File: src/rtl/fifo_word_packer_if.sv
// Bundle between the packer, its source fifo (ren/dout/empty, 1-cycle read latency)
// and the downstream valid/ready word stream; master is the packer side.
interface fifo_word_packer_if #(
  parameter int IN_WIDTH  = 8,
  parameter int PACK      = 8,
  parameter int OUT_WIDTH = IN_WIDTH * PACK,
  parameter int CNT_WIDTH = $clog2(PACK + 1)
);
  logic                 fifo_empty;
  logic                 fifo_ren;
  logic [IN_WIDTH-1:0]  fifo_dout;
  logic                 flush;
  logic                 out_valid;
  logic                 out_ready;
  logic [OUT_WIDTH-1:0] out_data;
  logic [CNT_WIDTH-1:0] out_count;
  logic                 out_last;
  logic                 done;

  modport master (
    input  fifo_empty, fifo_dout, flush, out_ready,
    output fifo_ren, out_valid, out_data, out_count, out_last, done
  );

  modport slave (
    output fifo_empty, fifo_dout, flush, out_ready,
    input  fifo_ren, out_valid, out_data, out_count, out_last, done
  );
endinterface

File: src/rtl/fifo_word_packer.sv
// Drains a fifo and packs PACK elements (lane 0 first) into one word; flush closes with a partial last word.
// Word valid PACK+1 cycles after the first read; out_ready low holds the word stable and stops all reads.
module fifo_word_packer #(
  parameter int IN_WIDTH  = 8,
  parameter int PACK      = 8,
  parameter int OUT_WIDTH = IN_WIDTH * PACK,
  parameter int CNT_WIDTH = $clog2(PACK + 1)
) (
  input  logic               clk,
  input  logic               rst,
  fifo_word_packer_if.master bus
);

  typedef enum logic {FILL = 1'b0, EMIT = 1'b1} state_t;

  state_t               state_q, state_d;
  logic [OUT_WIDTH-1:0] lanes_q, lanes_d;
  logic [CNT_WIDTH-1:0] count_q, count_d;
  logic                 rd_pend_q, rd_pend_d;
  logic                 flush_pend_q, flush_pend_d;
  logic                 last_q, last_d;
  logic                 done_q, done_d;

  logic                 fifo_ren;
  logic                 out_valid;
  logic                 room;
  logic                 fill_full;
  logic                 close_now;

  // In-flight reads count against the word so we never over-fetch past PACK.
  assign room      = (count_q + CNT_WIDTH'(rd_pend_q)) < CNT_WIDTH'(PACK);
  assign fill_full = (count_d == CNT_WIDTH'(PACK));
  assign close_now = flush_pend_q && bus.fifo_empty && !rd_pend_q;

  // State register
  always_ff @(posedge clk or posedge rst) begin
    if (rst) begin
      state_q <= FILL;
    end else begin
      state_q <= state_d;
    end
  end

  // Next-state logic
  always_comb begin
    state_d = state_q;
    case (state_q)
      FILL:    if (fill_full || close_now) state_d = EMIT;
      EMIT:    if (bus.out_ready) state_d = FILL;
      default: state_d = FILL;
    endcase
  end

  // Output logic
  always_comb begin
    fifo_ren  = 1'b0;
    out_valid = 1'b0;
    case (state_q)
      FILL:    fifo_ren = !rst && !bus.fifo_empty && room;
      EMIT:    out_valid = 1'b1;
      default: begin
        fifo_ren  = 1'b0;
        out_valid = 1'b0;
      end
    endcase
  end

  // Datapath next values
  always_comb begin
    lanes_d      = lanes_q;
    count_d      = count_q;
    rd_pend_d    = fifo_ren;
    flush_pend_d = flush_pend_q;
    last_d       = last_q;
    done_d       = 1'b0;

    if (bus.flush) flush_pend_d = 1'b1;

    if (state_q == FILL) begin
      if (rd_pend_q) begin
        for (int k = 0; k < PACK; k++) begin
          if (count_q == CNT_WIDTH'(k)) lanes_d[k*IN_WIDTH +: IN_WIDTH] = bus.fifo_dout;
        end
        count_d = count_q + CNT_WIDTH'(1);
      end
      // A full word only closes the stream if nothing is left to read behind it.
      if (fill_full || close_now) last_d = flush_pend_q && bus.fifo_empty && !fifo_ren;
    end else if (bus.out_ready) begin
      lanes_d = '0;
      count_d = '0;
      last_d  = 1'b0;
      if (last_q) begin
        flush_pend_d = 1'b0;
        done_d       = 1'b1;
      end
    end
  end

  always_ff @(posedge clk or posedge rst) begin
    if (rst) begin
      lanes_q      <= '0;
      count_q      <= '0;
      rd_pend_q    <= 1'b0;
      flush_pend_q <= 1'b0;
      last_q       <= 1'b0;
      done_q       <= 1'b0;
    end else begin
      lanes_q      <= lanes_d;
      count_q      <= count_d;
      rd_pend_q    <= rd_pend_d;
      flush_pend_q <= flush_pend_d;
      last_q       <= last_d;
      done_q       <= done_d;
    end
  end

  assign bus.fifo_ren  = fifo_ren;
  assign bus.out_valid = out_valid;
  assign bus.out_data  = lanes_q;
  assign bus.out_count = count_q;
  assign bus.out_last  = last_q;
  assign bus.done      = done_q;

endmodule

File: src/flat_wrapper.sv
// flat-port wrapper written by rule: the top's interface ports become plain ports
module fifo_word_packer_flat 
#(
  parameter int IN_WIDTH  = 8,
  parameter int PACK      = 8,
  parameter int OUT_WIDTH = IN_WIDTH * PACK,
  parameter int CNT_WIDTH = $clog2(PACK + 1)
)
  (clk, rst, bus_fifo_empty, bus_fifo_dout, bus_flush, bus_out_ready, bus_fifo_ren, bus_out_valid, bus_out_data, bus_out_count, bus_out_last, bus_done);
  fifo_word_packer_if #(.IN_WIDTH(IN_WIDTH), .PACK(PACK), .OUT_WIDTH(OUT_WIDTH), .CNT_WIDTH(CNT_WIDTH)) bus_i ();
  input  logic clk;
  input  logic rst;
  input wire logic [$bits(bus_i.fifo_empty)-1:0] bus_fifo_empty;
  input wire logic [$bits(bus_i.fifo_dout)-1:0] bus_fifo_dout;
  input wire logic [$bits(bus_i.flush)-1:0] bus_flush;
  input wire logic [$bits(bus_i.out_ready)-1:0] bus_out_ready;
  output wire logic [$bits(bus_i.fifo_ren)-1:0] bus_fifo_ren;
  output wire logic [$bits(bus_i.out_valid)-1:0] bus_out_valid;
  output wire logic [$bits(bus_i.out_data)-1:0] bus_out_data;
  output wire logic [$bits(bus_i.out_count)-1:0] bus_out_count;
  output wire logic [$bits(bus_i.out_last)-1:0] bus_out_last;
  output wire logic [$bits(bus_i.done)-1:0] bus_done;
  assign bus_i.fifo_empty = bus_fifo_empty;
  assign bus_i.fifo_dout = bus_fifo_dout;
  assign bus_i.flush = bus_flush;
  assign bus_i.out_ready = bus_out_ready;
  assign bus_fifo_ren = bus_i.fifo_ren;
  assign bus_out_valid = bus_i.out_valid;
  assign bus_out_data = bus_i.out_data;
  assign bus_out_count = bus_i.out_count;
  assign bus_out_last = bus_i.out_last;
  assign bus_done = bus_i.done;
  fifo_word_packer #(.IN_WIDTH(IN_WIDTH), .PACK(PACK), .OUT_WIDTH(OUT_WIDTH), .CNT_WIDTH(CNT_WIDTH)) u_core (.clk(clk), .rst(rst), .bus(bus_i));
endmodule
File: config.mk
export PLATFORM = sky130hd
export DESIGN_NAME = fifo_word_packer_flat
export DESIGN_NICKNAME = d
export VERILOG_FILES = /design/src/rtl/fifo_word_packer_if.sv /design/src/rtl/fifo_word_packer.sv /design/src/flat_wrapper.sv
export SDC_FILE = /design/constraint.sdc
export NUM_CORES = 1
export LEC_CHECK = 0
export CAP_MARGIN = 20
export CORE_MARGIN = 2
export CORE_UTILIZATION = 46
export CTS_BUF_LIST = sky130_fd_sc_hd__clkbuf_8
export CTS_CLUSTER_SIZE = 8
export DETAILED_ROUTE_END_ITERATION = 16
export HOLD_SLACK_MARGIN = 0.02
export PLACE_DENSITY = 0.74
export SLEW_MARGIN = 20
export SYNTH_ARGS = -nofsm -noshare
export SYNTH_HDL_FRONTEND = slang
export SYNTH_SLANG_ARGS = --single-unit
File: constraint.sdc
create_clock -name clk -period 3.25 [get_ports clk]
set_input_delay 0.65 -clock clk [delete_from_list [all_inputs] [get_ports clk]]
set_output_delay 0.65 -clock clk [all_outputs]
set_load 0.02 [all_outputs]
==> out/results.ini <==
[sta]
rsz0062_at_grt = no
fmax_mhz = 343
period_share_pct = 89.8
slew_headroom_pct = 52.6
slew_violations = 0
worst_pin_slew_ps = 709
finClkSkew_ps = 12.9
period_needed_ps = 2920
hold_viol_final = 0
setup_viol = 0
fin_hold_ws_ps = 451
tns_ps = 0

[grt]
grt.overflow.total = 0
grt_pass1_wl_microns = 11100
grt_max_degree = 34
grt_antenna_before_repair = 0
track_usage_pct = 19.6
grt_pass1_vias = 2159

[clock_network]
cts-buffers-inserted = 9
clk_latency_ps = 350
clock_sinks = 73
cts_root_buf = clkbuf_8
post_cts_resized = 0
h-tree-depth = 3
ctsHoldBuffers = 0
clockBufferDepth = 2
clk_pin_slew_worst_paths_ps = 70
tritoncts = yes
post_cts_buffers = 0

[logic_synthesis]
synth_cells = 248
ys_warn_count = 0
synth_edf_count = 0
synth_area_sq_mm = 0.00309
synth_nets = 266
yosys_most_used_dff = dfrtp_1
synth-seq-area-share_pct = 59.1
yosys_register_bits = 73
syn_avg_cell_area_sq_um = 12.5
ys_types = 41
async_reset_ff_share_pct = 100

[floorplanning]
die-width_microns = 86.0
pin_count = 85
die_area_sq_mm = 0.00739
core_region_area_sq_mm = 0.00642
num_rows = 29
die_h_microns = 86.0
initial_core_util_pct = 48.1

[placement]
numPortBuffers = 84
dp_hpwl_microns = 4900
dp.cells = 400
gp_congestion = 0.822

[routing]
vias = 2135
initialDrtViolationCount = 74
first_pass_iters = 4
totalWireLength_microns = 6720
drc = 0
antenna_left = 0
drt-vias-per-instance = 5.13
wl_per_cell_microns = 16.2

[run_status]
status = completed

[job]
drv_cap = 0

[power]
p_per_area_mw_per_mm2 = 1020
vdd_drop_max_v = 0.000665
leakagePower_nw = 1.89

[setup_path]
worstPathMaxFanout = 7
worst_setup_path_end_kind = output pin
critPathLaunchType = register
arrival_ps = 2270
critPathKind = register to output pin
required_ps = 2600

[hold_path]
min_path_type = register to register

[finish]
final_nets = 352
fillers = 510
drive_gt1_share_pct = 18.0
diodes = 0
fin_cells = 416
syn_to_final_growth_pct = 35.9

stage by stage:
| step | cell area (sq um) | power (W) | setup slack, ps | utilization, % |
|---|---|---|---|---|
| after floorplan | 3090 | 0.00264 | 747 | - |
| after detailed placement | 3980 | 0.00355 | 490 | 61.9 |
| after global routing | 4200 | 0.00456 | 224 | 65.4 |
| final | 4200 | 0.00430 | 331 | 65.4 |
| after CTS | 4200 | 0.00433 | 329 | 65.4 |
| after global placement | 3980 | 0.00352 | 549 | 61.9 |
cells in the mapped netlist, types with 2 or more instances:
cell,number,area share [%]
nor2_1,3,0.36
o21ai_1,5,0.81
mux2_2,28,10
a31oi_2,3,1.2
clkbuf_8,2,0.89
inv_1,5,0.61
nand2_1,45,5.5
ha_1,5,2.0
mux2_1,4,1.5
dfrtp_1,73,59
o21ai_0,29,4.7
nor2b_1,7,1.4
a41o_1,3,0.97
buf_2,8,1.3
and2b_2,2,0.57
per-layer routing:
| layer | GRT usage [%] | vias up | part of all wire (%) |
|---|---|---|---|
| met2 | 29.4 | 61 | 45 |
| li1 | - | 1031 | - |
| met4 | 9.52 | 0 | 2.3 |
| met1 | 26.5 | 1030 | 47 |
| met5 | 0 | - | 0 |
| met3 | 5.29 | 13 | 5.7 |
flip-flops by register name, indices dropped and copies added (netlist names):
signal	count
u_core.bus.done	1
u_core.bus.out_count	4
u_core.bus.out_data	64
u_core.bus.out_last	1
u_core.flush_pend_q	1
u_core.rd_pend_q	1
u_core.state_q	1
path summary, 6_finish.rpt:
| check | startpoint | to | slack (ps) | cells after the start |
|---|---|---|---|---|
| worst min register to register | u_core.state_q | u_core.rd_pend_q | 450 | 1 |
| worst max register to register | u_core.bus.out_count[0] | u_core.bus.out_data[30] | 1210 | 4 |
| worst max-delay path | u_core.bus.out_count[0] | bus_fifo_ren | 330 | 5 |
| min in group asynchronous | rst | u_core.bus.out_data[26] | 710 | 2 |
| worst min-delay path | u_core.state_q | u_core.rd_pend_q | 450 | 1 |
| max in group asynchronous | rst | u_core.bus.out_data[57] | 1900 | 3 |
kinds of logic (layout without fill, tap and decap cells):
logic type / after synthesis / in the layout / synth area share (%)
compound gates: 48 / 48 / 11.0
fa+ha+maj: 5 / 5 / 2.03
xor+xnor: 2 / 2 / 0.810
simple gates: 69 / 69 / 11.4
buf+inv: 18 / 109 / 3.60
flops: 73 / 73 / 59.1
mux: 33 / 33 / 12.0
placed cells by master (no fill, tap or decap), types with 2 or more instances in the layout:
cell type | netlist | layout
dfrtp_1 | 73 | 73
o21ai_1 | 5 | 5
buf_4 | 0 | 2
o21ai_0 | 29 | 29
clkinv_4 | 0 | 2
inv_1 | 5 | 5
clkbuf_8 | 2 | 9
nor2_1 | 3 | 3
mux2_2 | 28 | 28
bufinv_16 | 0 | 2
mux2_1 | 4 | 4
a31oi_2 | 3 | 3
clkinvlp_4 | 0 | 2
nand2_1 | 45 | 45
a41o_1 | 3 | 3
nor2b_1 | 7 | 7
and2b_2 | 2 | 2
ha_1 | 5 | 5
clkdlybuf4s50_1 | 0 | 84
power breakdown:
part	switching [W]	internal [W]	total (W)
combinational	0.00107	0.000961	0.00203
clock	0.000347	0.000432	0.000778
sequential	0.000216	0.00128	0.00149
cell type report:
class / instances / area [sq um] / area share [%]
inverters: 6 / 27.5 / 0.656
clock inverters: 7 / 96.3 / 2.30
well taps: 77 / 96.3 / 2.30
repair buffers: 87 / 876 / 20.9
flip-flops and latches: 73 / 1830 / 43.5
clock buffers: 9 / 124 / 2.95
multi-input cells: 157 / 1150 / 27.4
worst max-delay path, cell delays in order (launching register included):
cell and delay (ps):
dfrtp_1 530, ha_1 210, nand3_1 90, xnor2_1 160, nor4_1 270, clkdlybuf4s50_1 670
No activity file was read; power rests on OpenSTA's default activity.
